## src/rtl/id_ex_stage.sv

```systemverilog
// rtl/id_ex_stage.sv - ID/EX pipeline register: load-use bubble, flush, backpressure hold with WB operand patch
// Optional stall statistics counters enabled by defining STALL_STAT_EN.
module id_ex_stage #(
    parameter int          XLEN     = 32,
    parameter logic [31:0] NOP_INST = 32'h00000013
) (
    input  logic            clk,
    input  logic            rst,
    input  logic            id_valid,
    input  logic [31:0]     id_inst,
    input  logic [31:0]     id_inst_addr,
    input  logic [4:0]      id_rs1_addr,
    input  logic [4:0]      id_rs2_addr,
    input  logic [XLEN-1:0] id_rs1_data,
    input  logic [XLEN-1:0] id_rs2_data,
    input  logic [4:0]      id_rd_addr,
    input  logic            id_rd_wen,
    input  logic            id_is_load,
    input  logic            flush,
    input  logic            ex_ready,
    input  logic [4:0]      wb_rd_addr,
    input  logic [XLEN-1:0] wb_rd_data,
    input  logic            wb_rd_wen,
    output logic            id_ready,
    output logic            ex_valid,
    output logic [31:0]     ex_inst,
    output logic [31:0]     ex_inst_addr,
    output logic [XLEN-1:0] ex_op1,
    output logic [XLEN-1:0] ex_op2,
    output logic [4:0]      ex_rd_addr,
    output logic            ex_rd_wen,
    output logic            ex_is_load,
    output logic [31:0]     stat_bubble_cnt,
    output logic [31:0]     stat_flush_cnt
);

    // Source indices of the held instruction, needed to patch operands while stalled
    logic [4:0] ex_rs1_addr;
    logic [4:0] ex_rs2_addr;

    logic load_in_ex;
    logic rs1_dep;
    logic rs2_dep;
    logic hazard;
    logic patch_op1;
    logic patch_op2;
    logic bubble_fire;

    assign load_in_ex  = ex_valid & ex_is_load & ex_rd_wen & (ex_rd_addr != 5'd0);
    assign rs1_dep     = (id_rs1_addr == ex_rd_addr) & (id_rs1_addr != 5'd0);
    assign rs2_dep     = (id_rs2_addr == ex_rd_addr) & (id_rs2_addr != 5'd0);
    assign hazard      = load_in_ex & id_valid & (rs1_dep | rs2_dep);
    assign id_ready    = flush | (ex_ready & ~hazard);
    assign bubble_fire = ~flush & ex_ready & hazard;

    assign patch_op1 = wb_rd_wen & (wb_rd_addr != 5'd0) & (wb_rd_addr == ex_rs1_addr);
    assign patch_op2 = wb_rd_wen & (wb_rd_addr != 5'd0) & (wb_rd_addr == ex_rs2_addr);

    always_ff @(posedge clk) begin
        if (rst || flush || bubble_fire) begin
            ex_valid     <= 1'b0;
            ex_inst      <= NOP_INST;
            ex_inst_addr <= '0;
            ex_op1       <= '0;
            ex_op2       <= '0;
            ex_rd_addr   <= '0;
            ex_rd_wen    <= 1'b0;
            ex_is_load   <= 1'b0;
            ex_rs1_addr  <= '0;
            ex_rs2_addr  <= '0;
        end else if (!ex_ready) begin
            if (patch_op1) ex_op1 <= wb_rd_data;
            if (patch_op2) ex_op2 <= wb_rd_data;
        end else begin
            ex_valid     <= id_valid;
            ex_inst      <= id_valid ? id_inst : NOP_INST;
            ex_inst_addr <= id_inst_addr;
            ex_op1       <= id_rs1_data;
            ex_op2       <= id_rs2_data;
            ex_rd_addr   <= id_rd_addr;
            ex_rd_wen    <= id_valid & id_rd_wen;
            ex_is_load   <= id_valid & id_is_load;
            ex_rs1_addr  <= id_rs1_addr;
            ex_rs2_addr  <= id_rs2_addr;
        end
    end

`ifdef STALL_STAT_EN
    logic [31:0] bubble_cnt;
    logic [31:0] flush_cnt;

    // Counters stick at all-ones rather than wrapping
    always_ff @(posedge clk) begin
        if (rst) begin
            bubble_cnt <= '0;
            flush_cnt  <= '0;
        end else begin
            if (bubble_fire && (bubble_cnt != 32'hFFFF_FFFF)) bubble_cnt <= bubble_cnt + 32'd1;
            if (flush && (flush_cnt != 32'hFFFF_FFFF))        flush_cnt  <= flush_cnt + 32'd1;
        end
    end

    assign stat_bubble_cnt = bubble_cnt;
    assign stat_flush_cnt  = flush_cnt;
`else
    assign stat_bubble_cnt = '0;
    assign stat_flush_cnt  = '0;
`endif

endmodule

```

## config.mk

```make
export PLATFORM = sky130hd
export DESIGN_NAME = id_ex_stage
export DESIGN_NICKNAME = d
export VERILOG_FILES = /design/src/rtl/id_ex_stage.sv
export SDC_FILE = /design/constraint.sdc
export NUM_CORES = 1
export LEC_CHECK = 0
export CAP_MARGIN = 25
export CORE_AREA = 2 2 151 153
export CTS_CLUSTER_SIZE = 24
export DETAILED_ROUTE_END_ITERATION = 16
export DIE_AREA = 0 0 153 155
export GPL_TIMING_DRIVEN = 0
export MAX_ROUTING_LAYER = met4
export PLACE_DENSITY = 0.62
export SYNTH_ARGS = -nofsm -noshare
export SYNTH_HDL_FRONTEND = slang
export SYNTH_SLANG_ARGS = --single-unit
```

## constraint.sdc

```tcl
create_clock -name clk -period 3.77 [get_ports clk]
set_input_delay 0.377 -clock clk [delete_from_list [all_inputs] [get_ports clk]]
set_output_delay 0.377 -clock clk [all_outputs]
set_load 0.01 [all_outputs]
```

==> summary.md <==
| Metric | Value |
|---|---|
| Drt first pass iters | 4 |
| Synthesis-to-layout area growth | 66.8% |
| Hold endpoint | ex_inst[12] |
| Postcts setup bufs | 0 |
| Status | finished, final reports clean |
| Post-synth EDFFs | 0 |
| Die area | 23700 sq um |
| Fmax achieved | 303 MHz |
| Startpoint types | input pin |
| Final Hold Fails | 0 |
| Initial antenna violation count | 0 |
| Seq/Total Area, Yosys | 44.0% |
| Cells after synthesis | 725 |
| H-tree levels | 4 |
| Mapped cell area | between 6000 and 7000 sq um |
| Post-CTS Hold Buffers | 0 |
| CTS Root Buffer Type | clkbuf_16 |
| Drt drc | 0 |
| # resized after CTS | 0 |
| Gr usage total | 20.5% |
| Prevailing post-synth register cell | dfxtp_1 |
| Layout cells sized above 1 | 16.2% |
| CTS buffer count | 17 |
| CP cell instances | clkdlybuf4s50_1 -> nor4_1 -> o21ai_0 -> a22oi_2 -> nor3_2 -> buf_2 -> buf_2 -> o21bai_1 -> clkdlybuf4s50_1 |
| Final setup violation count | 0 |
| Max IR drop VDD | 0.000255 V |
| Num Clock Sinks | ~150 |
| Iter 0 DRT Violations | 215 |
| Layout fillers | 2165 |
| GRT overflow | 0 |
| Initial core utilization | 29.9% |
| #FFs+latches synth | 146 |
| Distinct cells, synth | 37 |
| Routed Antenna Nets | 0 |
| Final period util | 87.7% |
| Synth top area share | a little over two fifths |
| Reg2Reg Capture Point | ex_inst_addr[17] |
| Syn avg cell area | a little over 9 sq um |
| Hold/Removal Path Class | reg2reg |
| Family with the most delay on the worst path | buffers and inverters |
| Worst EP required | 3.39 ns |
| Final Skew | 0.0183 ns |
| LEAKAGE | 4.24 nW |
| Non-filler instance count after layout | 1430 |
| Reg clk slew, reported paths | 0.07 ns |
| FF+latch area | 2920 sq um |
| Slowest-stage cell, CP | clkdlybuf4s50_1 |
| Routed WL | 24.2 mm |
| Hold Crit Start | ex_inst[12] |
| Core area | roughly 22000 sq um |
| Top-count cell post-synth | dfxtp_1 |
| Nets | 1320 |
| Flop-to-flop setup slack | 1.51 ns |
| Worst Path Buf+Inv | 4 |
| Max-cap violations | 0 |
| CTS max path bufs | 2 |
| Period minus WS final | 3.31 ns |
| Worst setup EP type | primary output |
| Post-DP HPWL | 18.9 mm |
| Post-route setup TNS | 0 ns |
| Number of global-route vias before repair | 6595 |
| CP max stage delay | 0.56 ns |
| Crit path max fanout | 10 |
| Relative slew slack | a little under half |
| Slew Limit Fails | 0 |
| Vias per inst | 4.62 |
| First-pass GRT wire length | ~37 mm |
| Area contributors post-synth | dfxtp_1 44%, a211oi_2 9.4%, buf_4 7.6% |
| Row cnt | 55 |
| I/O pin count | 389 |
| CTS tree | done |
| DR vias | 6605 |
| Avg WL per Cell | approximately 17 um |
| Die height | 155 um |
| Power per Cell Area | 369 nW/um^2 |
| FFs w/ async S/R, synth | 0% |
| Clock Latency Late Sink | 0.43 ns |
| R2R cell count | 7 |
| Crit. path cell count | 9 |
| Reg2reg start | ex_rd_addr[2] |
| Inst Count DP | between 1k and 1.5k |
| Placed Area | ~10000 sq um |
| Ys Warns | 0 |
| Crit Path Class | in2out |
| Footprint of the multi-input gates | ~3200 sq um |
| Synth area leader | dfxtp_1 |
| Port-buffer cells | around 320 |
| RSZ-0062 raised after global routing | no |
| Die X | 153 um |
| Hold depth | 1 |
| Final Wtd Congestion | 0.838 |
| Pin count of the biggest net entering global routing | 17 |
| Commonest cells in the netlist | 146 x dfxtp_1, 96 x nand3_1, 67 x a21oi_1, 67 x buf_4, 66 x nor2_1 |
| Ant. Diodes | 0 |
| Post-route cell area | 11100 sq um |
| CP arrival | 2.93 ns |
| Worst Max-Slew Pin Slew | 0.803 ns |
| End-of-flow core utilization | 49.9% |
[layer usage]
| metal | vias up | part of all wire, % | track usage (%) |
|---|---|---|---|
| met5 | - | 0 | - |
| met4 | 0 | 1.4 | 5.51 |
| met3 | 19 | 7.1 | 5.79 |
| met2 | 259 | 50 | 35.4 |
| met1 | 3058 | 42 | 23.4 |
| li1 | 3269 | - | - |
[worst register-to-register path: cells and delay by family, from the launching register on]
family	cells	cell delay, ns
AND/OR/NAND/NOR	2	0.63
XOR/XNOR	1	0.12
flip-flops	1	0.45
AO/OA/AOI/OAI	2	0.32
buffers and inverters	2	0.62
[sequential cells by signal, indices dropped and copies added (netlist names)]
register,flops
ex_rs1_addr,5
ex_valid,1
ex_inst_addr,32
ex_inst,32
ex_op1,32
ex_rs2_addr,5
ex_op2,32
ex_rd_wen,1
ex_is_load,1
ex_rd_addr,5
[cells in the final DEF, fill, tap and decap left out, types with 2 or more instances in the layout]
cell type and instances:
nor3_1 3, inv_8 4, nand3_1 96, nand2_1 2, inv_1 3, nor4_1 2, or2_2 2, buf_2 16
xnor2_1 6, conb_1 64, clkdlybuf4s50_1 324, dfxtp_1 146, a21oi_1 67, clkbuf_1 35, nor2_1 66, nor4_2 2
clkbuf_16 17, or4_1 2, a211oi_2 50, nor2b_1 32, buf_4 67, a211oi_1 14, inv_6 6, xor2_1 12
o21ai_0 48, buf_6 7, a22o_1 31, o41ai_4 3
[where the power goes]
group          internal (mW)  total, mW  switching, mW
Combinational          0.399      0.730          0.331
Clock                  0.946       1.72          0.779
Sequential              1.60       1.63         0.0333
[cells by family (layout without fill, tap and decap cells)]
logic type                Yosys count  after routing  share of synthesized area (%)
buffers and inverters             129            486                           12.0
and+or+nand+nor                   212            212                           15.8
other                               1             64                         0.0564
xor gates and xnor gates           18             18                           2.37
AOI/OAI and AO/OA                 219            219                           25.7
DFF                               146            146                           44.0
[through the flow]
stage | worst slack, ns | power, mW | hold WS [ns]
after global placement | 0.461 | 2.40 | 0.456
after global routing | 0.263 | 4.26 | 0.485
after detailed placement | 0.451 | 2.40 | 0.454
final | 0.464 | 4.09 | 0.475
after CTS | 0.437 | 4.12 | 0.477
after floorplan | 1.71 | 2.00 | 0.473
[final cells by class]
cell class                 count  share of cell area (%)
clock inverter                15                    1.49
clock buffer                  17                    3.84
multi-input combinational    513                    28.5
inverter                       4                   0.135
timing repair buffer         325                    29.4
tap                          285                    3.22
buffer                       125                    7.09
sequential                   146                    26.4
[worst max path at each step]
stage,from,to
after floorplan,ex_rd_addr[0],id_ready
after global placement,id_rs1_addr[0],id_ready
after detailed placement,id_rs1_addr[0],id_ready
after CTS,id_rs1_addr[2],id_ready
after global routing,id_rs1_addr[0],id_ready
final,id_rs1_addr[0],id_ready
Power figures use the tool's default switching activity.
==> patch: new RTL, same settings <==
Change the parameter `XLEN` from 32 to 48.
--- a/src/rtl/id_ex_stage.sv
+++ b/src/rtl/id_ex_stage.sv
@@ -1,7 +1,7 @@
 // rtl/id_ex_stage.sv - ID/EX pipeline register: load-use bubble, flush, backpressure hold with WB operand patch
 // Optional stall statistics counters enabled by defining STALL_STAT_EN.
 module id_ex_stage #(
-    parameter int          XLEN     = 32,
+    parameter int          XLEN     = 48,
     parameter logic [31:0] NOP_INST = 32'h00000013
 ) (
     input  logic            clk,
Interface: changed (5 resized); port bits go from 389 to 469. The function was not compared with the original's and may differ.
==> patch against the unedited design <==
  * Sequential cell count rose by 32
  * Non-clock buffer count is 96 higher
  * Setup slack better by 4.3 ps
  * Final area up 21%
  * Area after synthesis rose by 22%
  * Routed wire length rose by 31%
  * Total power up 17%
  * Critical endpoint unchanged
==> patch: results (changes against the unedited design) <==
WL/cell -> 18.9 µm (+12%)
Synth Register Bits -> 178 (+22%)
Share of layout cells above drive strength 1 -> 0.154 (-0.00767)
CTS resizes -> 0 (unchanged)
Min-delay src -> ex_inst_addr[28]
DRT Wirelength -> 31600 µm (+31%)
Final hold slack -> 471 ps (-4.31 ps)
Arrival time at the worst endpoint -> 2920 ps (about the same)
Placed Area -> 12800 µm² (+22%)
Met1 wire length -> 12700 µm (+25%)
Routed wl met2 -> 16200 µm (+34%)
# port buffers -> 403 (+24%)
Initial antenna violation count -> 1 (+1)
Minimum clock period -> 3300 ps (-4.35 ps)
Total GRT Usage -> 0.263 (+0.0584)
GR Util met3 -> 0.0730 (+0.0150)
DRT iter0 DRCs -> 336 (+56%)
Via count -> 8022 (+21%)
Dpl cells -> 1638 (+17%)
Status -> finished, final reports clean
Leak -> 5.03 nW (+19%)
Worst hold path endpoint -> ex_inst_addr[28]
Final Skew -> 10.1 ps (-8.19 ps)
DR WL met3 -> 2240 µm (+29%)
Delay of the slowest cell on the worst path -> 600 ps (+40 ps)
Sequential share of the synthesized area -> 0.438 (-0.00132)
Worst Setup SP -> id_rs2_addr[0]
Pin slew with the least headroom to its limit -> 789 ps (-14.0 ps)
Filler cells -> 2022 (-6.6%)
First-pass DRT Iterations -> 5 (+1)
Post-synthesis xor/xnor area fraction -> 0.0194 (-0.00432)
Synth top cells by count -> dfxtp_1, a21oi_1, nor2_1
Int Power -> 3.50 mW (+19%)
Vias in the first global route -> 7949 (+21%)
Met1 Resource Use GR -> 0.295 (+0.0613)
Reg2Reg Capture Point -> ex_op1[8]
Dpl ws -> 451 ps (-0.0950 ps)
First-pass GRT wire length -> 47100 µm (+27%)
Worst vdd ir -> 0.000311 V (+22%)
Top cells by area, synth -> dfxtp_1, a211oi_2, buf_4
Post-synthesis compound-gate area fraction -> 0.276 (+0.0188)
-- patch: final cells by class --
class                      instances  area, µm²  share of cell area
clock buffer                      17        425              0.0318
clock inverter                    14        178              0.0133
sequential                       178       3560               0.267
timing repair buffer             403       4030               0.302
antenna                            1       2.50            0.000187
buffer                           143        885              0.0662
inverter                           4       15.0             0.00112
multi-input combinational        625       3900               0.292
tap                              285        357              0.0267
-- patch: worst max-delay path: cells and delay by family --
| kind | cells | cell delay [ps] |
|---|---|---|
| buffers and inverters | 4 | 1470 |
| AO/OA/AOI/OAI | 3 | 660 |
| AND/OR/NAND/NOR | 2 | 400 |
-- patch: power groups by stage --
stage | sequential (mW) | combinational (mW) | clock (mW)
after global placement | 2.03 | 0.922 | 0
after floorplan | 2.06 | 0.399 | 0
after detailed placement | 2.03 | 0.927 | 0
after global routing | 2.00 | 0.994 | 1.96
final | 1.99 | 0.924 | 1.86
after CTS | 1.99 | 0.930 | 1.89
